$ cat config.mk
export PLATFORM = sky130hd
export DESIGN_NAME = lpm_table_scheduler
export DESIGN_NICKNAME = d
export VERILOG_FILES = /design/src/rtl/lpm_table_scheduler_pkg.sv /design/src/rtl/lpm_match_cmp.sv /design/src/rtl/lpm_table_scheduler.sv
export SDC_FILE = /design/constraint.sdc
export NUM_CORES = 1
export LEC_CHECK = 0
export ABC_AREA = 0
export CORE_AREA = 2 2 271 273
export CTS_CLUSTER_SIZE = 24
export DETAILED_ROUTE_END_ITERATION = 12
export DIE_AREA = 0 0 273 275
export SLEW_MARGIN = 20
export SYNTH_ARGS = -nofsm -noshare
export SYNTH_HDL_FRONTEND = slang
export SYNTH_SLANG_ARGS = --single-unit
$ cat constraint.sdc
create_clock -name AXI_ACLK -period 25 [get_ports AXI_ACLK]
set_input_delay 5 -clock AXI_ACLK [delete_from_list [all_inputs] [get_ports AXI_ACLK]]
set_output_delay 5 -clock AXI_ACLK [all_outputs]
set_load 0.05 [all_outputs]
$ cat src/rtl/lpm_table_scheduler_pkg.sv
// Shared definitions for the LPM table scheduler.
//   - Entry field layout of one 128-bit table word.
//   - Scheduler FSM state enumeration.
//   - Default table address width, oif width, counter width.
//   - sat_inc: saturating increment used by the statistics counters.
package lpm_table_scheduler_pkg;

  localparam int unsigned TBL_ADDR_BITS_DEF = 5;
  localparam int unsigned IP_W              = 32;
  localparam int unsigned OIF_W             = 8;
  localparam int unsigned CNT_W             = 32;
  localparam int unsigned ENTRY_W           = 128;

  // Entry layout: [127:96] prefix, [95:64] mask, [63:32] next hop, [7:0] oif
  localparam int unsigned PREFIX_LSB = 96;
  localparam int unsigned MASK_LSB   = 64;
  localparam int unsigned HOP_LSB    = 32;
  localparam int unsigned OIF_LSB    = 0;

  typedef enum logic [2:0] {
    IDLE    = 3'd0,
    HOST_WR = 3'd1,
    HOST_RD = 3'd2,
    SCAN    = 3'd3,
    DRAIN   = 3'd4,
    RESULT  = 3'd5
  } state_t;

  function automatic logic [CNT_W-1:0] sat_inc(input logic [CNT_W-1:0] v);
    return (v == '1) ? v : v + CNT_W'(1);
  endfunction

endpackage

$ cat src/rtl/lpm_match_cmp.sv
// Registered match / longest-prefix compare of one table entry against the
// best match seen so far in the current scan.
// Ports:
//   i_clk, i_rst    clock, asynchronous active-high reset
//   i_clr           clear best-match state (new lookup accepted)
//   i_en            i_entry/i_idx carry a returned table entry this cycle
//   i_entry, i_idx  entry data and its table index
//   i_ip            lookup address
//   o_hit, o_next_hop, o_oif, o_idx   current best match (zero on no match)
module lpm_match_cmp
  import lpm_table_scheduler_pkg::*;
#(
  parameter int unsigned ENTRY_W_P = ENTRY_W,
  parameter int unsigned IDX_W     = TBL_ADDR_BITS_DEF
) (
  input  logic                 i_clk,
  input  logic                 i_rst,
  input  logic                 i_clr,
  input  logic                 i_en,
  input  logic [ENTRY_W_P-1:0] i_entry,
  input  logic [IDX_W-1:0]     i_idx,
  input  logic [IP_W-1:0]      i_ip,
  output logic                 o_hit,
  output logic [IP_W-1:0]      o_next_hop,
  output logic [OIF_W-1:0]     o_oif,
  output logic [IDX_W-1:0]     o_idx
);

  logic [IP_W-1:0]  w_prefix;
  logic [IP_W-1:0]  w_mask;
  logic [IP_W-1:0]  w_hop;
  logic [OIF_W-1:0] w_oif;
  logic             w_match;
  logic             w_better;
  logic             w_unused_rsvd;

  logic             r_hit;
  logic [IP_W-1:0]  r_mask;
  logic [IP_W-1:0]  r_hop;
  logic [OIF_W-1:0] r_oif;
  logic [IDX_W-1:0] r_idx;

  assign w_prefix      = i_entry[PREFIX_LSB +: IP_W];
  assign w_mask        = i_entry[MASK_LSB +: IP_W];
  assign w_hop         = i_entry[HOP_LSB +: IP_W];
  assign w_oif         = i_entry[OIF_LSB +: OIF_W];
  assign w_unused_rsvd = ^i_entry[HOP_LSB-1:OIF_LSB+OIF_W];

  // Zero mask marks an invalid entry.
  assign w_match  = i_en && (w_mask != '0) && ((i_ip & w_mask) == (w_prefix & w_mask));
  // Entries arrive in ascending index order, so a strict compare keeps the
  // lower index on equal masks.
  assign w_better = !r_hit || (w_mask > r_mask);

  always_ff @(posedge i_clk or posedge i_rst) begin
    if (i_rst) begin
      r_hit  <= 1'b0;
      r_mask <= '0;
      r_hop  <= '0;
      r_oif  <= '0;
      r_idx  <= '0;
    end else if (i_clr) begin
      r_hit  <= 1'b0;
      r_mask <= '0;
      r_hop  <= '0;
      r_oif  <= '0;
      r_idx  <= '0;
    end else if (w_match && w_better) begin
      r_hit  <= 1'b1;
      r_mask <= w_mask;
      r_hop  <= w_hop;
      r_oif  <= w_oif;
      r_idx  <= i_idx;
    end
  end

  assign o_hit      = r_hit;
  assign o_next_hop = r_hop;
  assign o_oif      = r_oif;
  assign o_idx      = r_idx;

endmodule

$ cat src/rtl/lpm_table_scheduler.sv
// Longest-prefix-match lookup engine sharing one external table with a host.
// A lookup streams every table entry through lpm_match_cmp and reports the
// best match; host reads/writes are latched and served between lookups.
// Ports:
//   AXI_ACLK, AXI_RESET        clock, asynchronous active-high reset
//   lu_*                       lookup request / result interface
//   host_*                     host table read/write requests and acks
//   tbl_*                      external table read/write port
//   counter_clr, lpm_*_count   saturating hit/miss statistics
module lpm_table_scheduler
  import lpm_table_scheduler_pkg::*;
#(
  parameter int unsigned C_S_AXI_DATA_WIDTH = 32,
  parameter int unsigned TBL_ADDR_BITS      = TBL_ADDR_BITS_DEF
) (
  input  logic                            AXI_ACLK,
  input  logic                            AXI_RESET,
  input  logic                            lu_req,
  input  logic [IP_W-1:0]                 lu_ip,
  output logic                            lu_ready,
  output logic                            lu_valid,
  output logic                            lu_hit,
  output logic [IP_W-1:0]                 lu_next_hop,
  output logic [OIF_W-1:0]                lu_oif,
  output logic [TBL_ADDR_BITS-1:0]        lu_index,
  input  logic                            host_rd_req,
  input  logic                            host_wr_req,
  input  logic [TBL_ADDR_BITS-1:0]        host_rd_addr,
  input  logic [TBL_ADDR_BITS-1:0]        host_wr_addr,
  input  logic [4*C_S_AXI_DATA_WIDTH-1:0] host_wr_data,
  output logic [4*C_S_AXI_DATA_WIDTH-1:0] host_rd_data,
  output logic                            host_rd_ack,
  output logic                            host_wr_ack,
  output logic                            tbl_rd_req,
  output logic [TBL_ADDR_BITS-1:0]        tbl_rd_addr,
  input  logic [4*C_S_AXI_DATA_WIDTH-1:0] tbl_rd_data,
  input  logic                            tbl_rd_ack,
  output logic                            tbl_wr_req,
  output logic [TBL_ADDR_BITS-1:0]        tbl_wr_addr,
  output logic [4*C_S_AXI_DATA_WIDTH-1:0] tbl_wr_data,
  input  logic                            tbl_wr_ack,
  input  logic                            counter_clr,
  output logic [CNT_W-1:0]                lpm_hit_count,
  output logic [CNT_W-1:0]                lpm_miss_count
);

  localparam int unsigned LP_ENTRY_W = 4 * C_S_AXI_DATA_WIDTH;

  state_t                   r_state;
  state_t                   w_state_nxt;

  logic                     r_wr_pend;
  logic                     r_rd_pend;
  logic [TBL_ADDR_BITS-1:0] r_wr_addr;
  logic [TBL_ADDR_BITS-1:0] r_rd_addr;
  logic [LP_ENTRY_W-1:0]    r_wr_data;
  logic                     r_issued;

  logic [TBL_ADDR_BITS-1:0] r_scan_addr;
  logic [TBL_ADDR_BITS-1:0] r_ack_cnt;
  logic [IP_W-1:0]          r_lu_ip;

  logic                     r_lu_valid;
  logic                     r_lu_hit;
  logic [IP_W-1:0]          r_lu_next_hop;
  logic [OIF_W-1:0]         r_lu_oif;
  logic [TBL_ADDR_BITS-1:0] r_lu_index;

  logic [LP_ENTRY_W-1:0]    r_host_rd_data;
  logic                     r_host_rd_ack;
  logic                     r_host_wr_ack;

  logic [CNT_W-1:0]         r_hit_cnt;
  logic [CNT_W-1:0]         r_miss_cnt;

  logic                     w_accept;
  logic                     w_scan_ack;
  logic                     w_best_hit;
  logic [IP_W-1:0]          w_best_hop;
  logic [OIF_W-1:0]         w_best_oif;
  logic [TBL_ADDR_BITS-1:0] w_best_idx;

  // Held low during reset so the port only reads ready once reset is released.
  assign lu_ready   = (r_state == IDLE) && !r_wr_pend && !r_rd_pend && !AXI_RESET;
  assign w_accept   = lu_ready && lu_req;
  assign w_scan_ack = tbl_rd_ack && ((r_state == SCAN) || (r_state == DRAIN));

  // Next-state logic
  always_comb begin
    w_state_nxt = r_state;
    unique case (r_state)
      IDLE: begin
        if (r_wr_pend) begin
          w_state_nxt = HOST_WR;
        end else if (r_rd_pend) begin
          w_state_nxt = HOST_RD;
        end else if (lu_req) begin
          w_state_nxt = SCAN;
        end
      end
      HOST_WR: if (tbl_wr_ack) w_state_nxt = IDLE;
      HOST_RD: if (tbl_rd_ack) w_state_nxt = IDLE;
      SCAN:    if (r_scan_addr == '1) w_state_nxt = DRAIN;
      DRAIN:   if (tbl_rd_ack && (r_ack_cnt == '1)) w_state_nxt = RESULT;
      RESULT:  w_state_nxt = IDLE;
      default: w_state_nxt = IDLE;
    endcase
  end

  // Table port drive
  always_comb begin
    tbl_rd_req  = 1'b0;
    tbl_rd_addr = '0;
    tbl_wr_req  = 1'b0;
    tbl_wr_addr = '0;
    tbl_wr_data = '0;
    unique case (r_state)
      SCAN: begin
        tbl_rd_req  = 1'b1;
        tbl_rd_addr = r_scan_addr;
      end
      HOST_RD: begin
        tbl_rd_req  = !r_issued;
        tbl_rd_addr = r_rd_addr;
      end
      HOST_WR: begin
        tbl_wr_req  = !r_issued;
        tbl_wr_addr = r_wr_addr;
        tbl_wr_data = r_wr_data;
      end
      default: ;
    endcase
  end

  // State, scan bookkeeping and host-access handshake
  always_ff @(posedge AXI_ACLK or posedge AXI_RESET) begin
    if (AXI_RESET) begin
      r_state     <= IDLE;
      r_issued    <= 1'b0;
      r_scan_addr <= '0;
      r_ack_cnt   <= '0;
      r_lu_ip     <= '0;
    end else begin
      r_state  <= w_state_nxt;
      // Host table request is a single-cycle pulse on entry to HOST_WR/HOST_RD.
      r_issued <= ((r_state == HOST_WR) || (r_state == HOST_RD)) && (w_state_nxt == r_state);
      if (w_accept) begin
        r_lu_ip     <= lu_ip;
        r_scan_addr <= '0;
        r_ack_cnt   <= '0;
      end else begin
        if (r_state == SCAN) r_scan_addr <= r_scan_addr + 1'b1;
        if (w_scan_ack) r_ack_cnt <= r_ack_cnt + 1'b1;
      end
    end
  end

  // Host request latches; a fresh request overrides the clear on completion.
  always_ff @(posedge AXI_ACLK or posedge AXI_RESET) begin
    if (AXI_RESET) begin
      r_wr_pend <= 1'b0;
      r_wr_addr <= '0;
      r_wr_data <= '0;
      r_rd_pend <= 1'b0;
      r_rd_addr <= '0;
    end else begin
      if (host_wr_req) begin
        r_wr_pend <= 1'b1;
        r_wr_addr <= host_wr_addr;
        r_wr_data <= host_wr_data;
      end else if ((r_state == HOST_WR) && tbl_wr_ack) begin
        r_wr_pend <= 1'b0;
      end
      if (host_rd_req) begin
        r_rd_pend <= 1'b1;
        r_rd_addr <= host_rd_addr;
      end else if ((r_state == HOST_RD) && tbl_rd_ack) begin
        r_rd_pend <= 1'b0;
      end
    end
  end

  // Host acks and read data
  always_ff @(posedge AXI_ACLK or posedge AXI_RESET) begin
    if (AXI_RESET) begin
      r_host_wr_ack  <= 1'b0;
      r_host_rd_ack  <= 1'b0;
      r_host_rd_data <= '0;
    end else begin
      r_host_wr_ack <= (r_state == HOST_WR) && tbl_wr_ack;
      r_host_rd_ack <= (r_state == HOST_RD) && tbl_rd_ack;
      if ((r_state == HOST_RD) && tbl_rd_ack) r_host_rd_data <= tbl_rd_data;
    end
  end

  lpm_match_cmp #(
    .ENTRY_W_P (LP_ENTRY_W),
    .IDX_W     (TBL_ADDR_BITS)
  ) u_match_cmp (
    .i_clk      (AXI_ACLK),
    .i_rst      (AXI_RESET),
    .i_clr      (w_accept),
    .i_en       (w_scan_ack),
    .i_entry    (tbl_rd_data),
    .i_idx      (r_ack_cnt),
    .i_ip       (r_lu_ip),
    .o_hit      (w_best_hit),
    .o_next_hop (w_best_hop),
    .o_oif      (w_best_oif),
    .o_idx      (w_best_idx)
  );

  // Lookup result; best-match registers are zero on a miss.
  always_ff @(posedge AXI_ACLK or posedge AXI_RESET) begin
    if (AXI_RESET) begin
      r_lu_valid    <= 1'b0;
      r_lu_hit      <= 1'b0;
      r_lu_next_hop <= '0;
      r_lu_oif      <= '0;
      r_lu_index    <= '0;
    end else begin
      r_lu_valid <= (r_state == RESULT);
      if (r_state == RESULT) begin
        r_lu_hit      <= w_best_hit;
        r_lu_next_hop <= w_best_hop;
        r_lu_oif      <= w_best_oif;
        r_lu_index    <= w_best_idx;
      end
    end
  end

  // Statistics; clear takes precedence over a same-cycle increment.
  always_ff @(posedge AXI_ACLK or posedge AXI_RESET) begin
    if (AXI_RESET) begin
      r_hit_cnt  <= '0;
      r_miss_cnt <= '0;
    end else if (counter_clr) begin
      r_hit_cnt  <= '0;
      r_miss_cnt <= '0;
    end else if (r_state == RESULT) begin
      if (w_best_hit) begin
        r_hit_cnt <= sat_inc(r_hit_cnt);
      end else begin
        r_miss_cnt <= sat_inc(r_miss_cnt);
      end
    end
  end

  assign lu_valid       = r_lu_valid;
  assign lu_hit         = r_lu_hit;
  assign lu_next_hop    = r_lu_next_hop;
  assign lu_oif         = r_lu_oif;
  assign lu_index       = r_lu_index;
  assign host_rd_data   = r_host_rd_data;
  assign host_rd_ack    = r_host_rd_ack;
  assign host_wr_ack    = r_host_wr_ack;
  assign lpm_hit_count  = r_hit_cnt;
  assign lpm_miss_count = r_miss_cnt;

endmodule

==> flow_summary.ini <==
[hold_path]
hold_class = reg -> reg

[floorplan]
rows = 99
core_um2 = 72340
start_util_pct = 31.34
die_h_um = 275
die-area_um2 = 75080
io_pins = 688
fp.dieW_um = 273

[placement]
placed_area_um2 = 30470
dp.cells = 3554
hpwl_um = 53950
place_congestion = 0.8369
place.port_buffers = 687

[clock_tree]
clockBufferDepth = 3
clock_latency_ns = 0.61
htreeDepth = 2
cts_buffers = 59
clock-root-buffer = clkbuf_16
cts_setup_buffers = 0
clock-sinks = 505
holdBufCountCts = 0
post_cts_resized = 0
path_clk_slew_ns = 0.06
cts_tree = done

[detailed_routing]
wire_per_inst_um = 20.12
dr.pass1.iters = 5
drt-initial-drc-count = 929
via_count = 17424
via_per_inst = 4.753
drtAntennaViolNets = 0
routed_wl_um = 73760
drc_errors = 0

[timing]
finalCriticalPeriod_ns = 12.04
hold_viol = 0
tightest_slew_ns = 1.090
clock-skew-final_ns = 0.02335
grt_setup_unrepaired = false
tns_ns = 0
hold_slack_ns = 0.4607
final_max_slew_viol_count = 0
fin_crit_sh_pct = 48.17
maxSlewHeadroom_pct = 27.37
clock.fmax_mhz = 83.04
setup_viol = 0

[setup_path]
critical_path.max_fanout = 3
cp-end-kind = primary output
max_stage_delay_ns = 0.93
crit_chain = clkdlybuf4s50_1, nor3_1, clkdlybuf4s50_1
required_ns = 20.00
arrival_ns = 7.04
cp_slowest_cell = clkdlybuf4s50_1
crit_path_frequent_cell = clkdlybuf4s50_1
critical_path_class = in -> out
startpoint_type = input pin

[power]
power.switching_uw = 1462
internal_power_uw = 2046
total_leakage_power_uw = 0.01448
comb_power_share_pct = 45.0
power.share.clock_pct = 24.7
p_sw_share_pct = 41.68
power_density_nw_per_um2 = 107.9
ir_drop_mv = 0.07921
power_frac_seq_pct = 30.3

[finish]
final_common_cell = clkdlybuf4s50_1
area_growth_pct = 43.37
layout.cells.non_filler = 3666
fillers = 6781
num-nets-final = 3003
design_area_um2 = 32500
drive_gt1_share_pct = 16.07
mostFrequentLayoutCells = 685 x clkdlybuf4s50_1, 505 x dfrtp_1, 321 x nand2_1, 300 x mux2_2, 137 x and2_1

[flow_run]
maxCapViolCount = 0

[yosys]
syn-num-nets = 2338
ys.flop_type = dfrtp_1
yosysSeqAreaShare_pct = 55.74
mappedNetlistArea_um2 = 22670
synth-edff-count = 0
yosys_warnings = 0
synthCells = 1994
ys_ff_latch = 505
synth_area_per_cell_um2 = 11.37
async_reset_ff_share_pct = 100.0
synth_cell_type_count = 63

[grt]
grt_overflow_total = 0
grt_pass1_vias = 18224
grt_antenna_before_repair = 8
grt_pass1_wl_um = 111900
grt_usage_pct = 19.14
grt_max_degree = 112

[run_status]
status = complete, no violations
[path summary, 6_finish.rpt]
| kind | start | endpoint | slack [ns] | depth (start not counted) |
|---|---|---|---|---|
| min reg2reg | u_match_cmp.o_oif[5] | lu_oif[5] | 0.46 | 2 |
| min in group asynchronous | AXI_RESET | host_rd_data[11] | 5.02 | 2 |
| max reg2reg | u_match_cmp.r_mask[30] | u_match_cmp.r_mask[6] | 21.08 | 10 |
| min | u_match_cmp.o_oif[5] | lu_oif[5] | 0.46 | 2 |
| max in group asynchronous | AXI_RESET | u_match_cmp.o_next_hop[5] | 16.96 | 5 |
| max | AXI_RESET | lu_ready | 12.96 | 3 |
[flip-flops by register name, summed over array words and instances, names as in the netlist, 32 cells and up]
signal,flops
u_match_cmp.r_mask,32
u_match_cmp.o_next_hop,32
lpm_hit_count,32
lu_next_hop,32
lpm_miss_count,32
host_rd_data,128
r_wr_data,128
r_lu_ip,32
[cell usage after synthesis, types with 3 or more instances]
| library cell | instances | area share [%] |
|---|---|---|
| xnor2_1 | 11 | 0.42 |
| o21ai_1 | 4 | 0.088 |
| nor2_1 | 98 | 1.6 |
| nand3_1 | 25 | 0.55 |
| nand2_1 | 322 | 5.3 |
| nand4_1 | 32 | 0.88 |
| mux2_1 | 3 | 0.15 |
| ha_1 | 38 | 2.1 |
| o31ai_1 | 9 | 0.30 |
| mux2i_1 | 55 | 2.4 |
| and2_1 | 139 | 3.8 |
| a21o_1 | 3 | 0.099 |
| and3_1 | 8 | 0.22 |
| xor2_1 | 48 | 1.9 |
| a21oi_1 | 45 | 0.99 |
| or4_4 | 3 | 0.15 |
| o211ai_1 | 8 | 0.26 |
| and4_1 | 7 | 0.27 |
| buf_2 | 6 | 0.13 |
| buf_1 | 12 | 0.20 |
| inv_1 | 92 | 1.5 |
| a211oi_1 | 3 | 0.099 |
| clkbuf_1 | 75 | 1.2 |
| mux2_2 | 300 | 15 |
| or3_1 | 18 | 0.50 |
| or4_1 | 11 | 0.36 |
| nor3_1 | 10 | 0.22 |
| nor4_1 | 11 | 0.30 |
| buf_4 | 4 | 0.13 |
| o21ai_0 | 20 | 0.44 |
| a22oi_1 | 16 | 0.53 |
| nor2b_1 | 11 | 0.30 |
| dfrtp_1 | 505 | 56 |
| o2111ai_1 | 3 | 0.12 |
[metal layers]
layer,vias to the layer above,GRT usage (%),part of all wire (%)
met5,-,0,0.016
met1,8714,23.93,41
met4,2,5.407,2.2
li1,8080,-,-
met3,101,5.446,7.2
met2,527,32.29,49
[critical path: cells and delay by family]
kind / cells / cell delay (ns)
buffers and inverters: 2 / 1.49
AND/OR/NAND/NOR: 1 / 0.54
[cells by family after synthesis]
logic type                 share of synthesized area, %
AOI/OAI and AO/OA                                 4.029
and+or+nand+nor                                   14.92
xor gates and xnor gates                          2.279
adders and majority gates                         2.097
muxes                                             17.61
buffers and inverters                             3.328
DFF                                               55.74
[per-stage QoR]
| stage | setup slack [ns] | util, % | total power [uW] |
|---|---|---|---|
| 2_1_floorplan | 5.899 | - | 2079 |
| 3_3_place_gp | 13.00 | 42.11 | 2646 |
| 3_5_place_dp | 12.96 | 42.11 | 2659 |
| 4_1_cts | 12.92 | 44.82 | 3554 |
| 5_1_grt | 12.87 | 44.93 | 3662 |
| 6_report | 12.96 | 44.93 | 3508 |
[layout make-up]
cell class              instances  area [um2]  share of cell area [%]
repair buffers                703        7037                   21.65
multi-input cells            1298        9309                   28.64
clock buffers                  82        1714                   5.273
diodes                          6       15.01                 0.04619
flip-flops and latches        505       12640                   38.88
inverters                      92       352.8                   1.085
well taps                     959        1200                   3.691
clock inverters                21       240.2                  0.7391
[power groups by stage]
stage / sequential [uW] / clock, uW / combinational [uW]
6_report: 1060 / 867 / 1580
5_1_grt: 1080 / 932 / 1650
4_1_cts: 1060 / 900 / 1590
3_5_place_dp: 1070 / 0 / 1580
3_3_place_gp: 1070 / 0 / 1580
2_1_floorplan: 1430 / 0 / 651
Note: power is estimated with default switching activity, not from simulation.
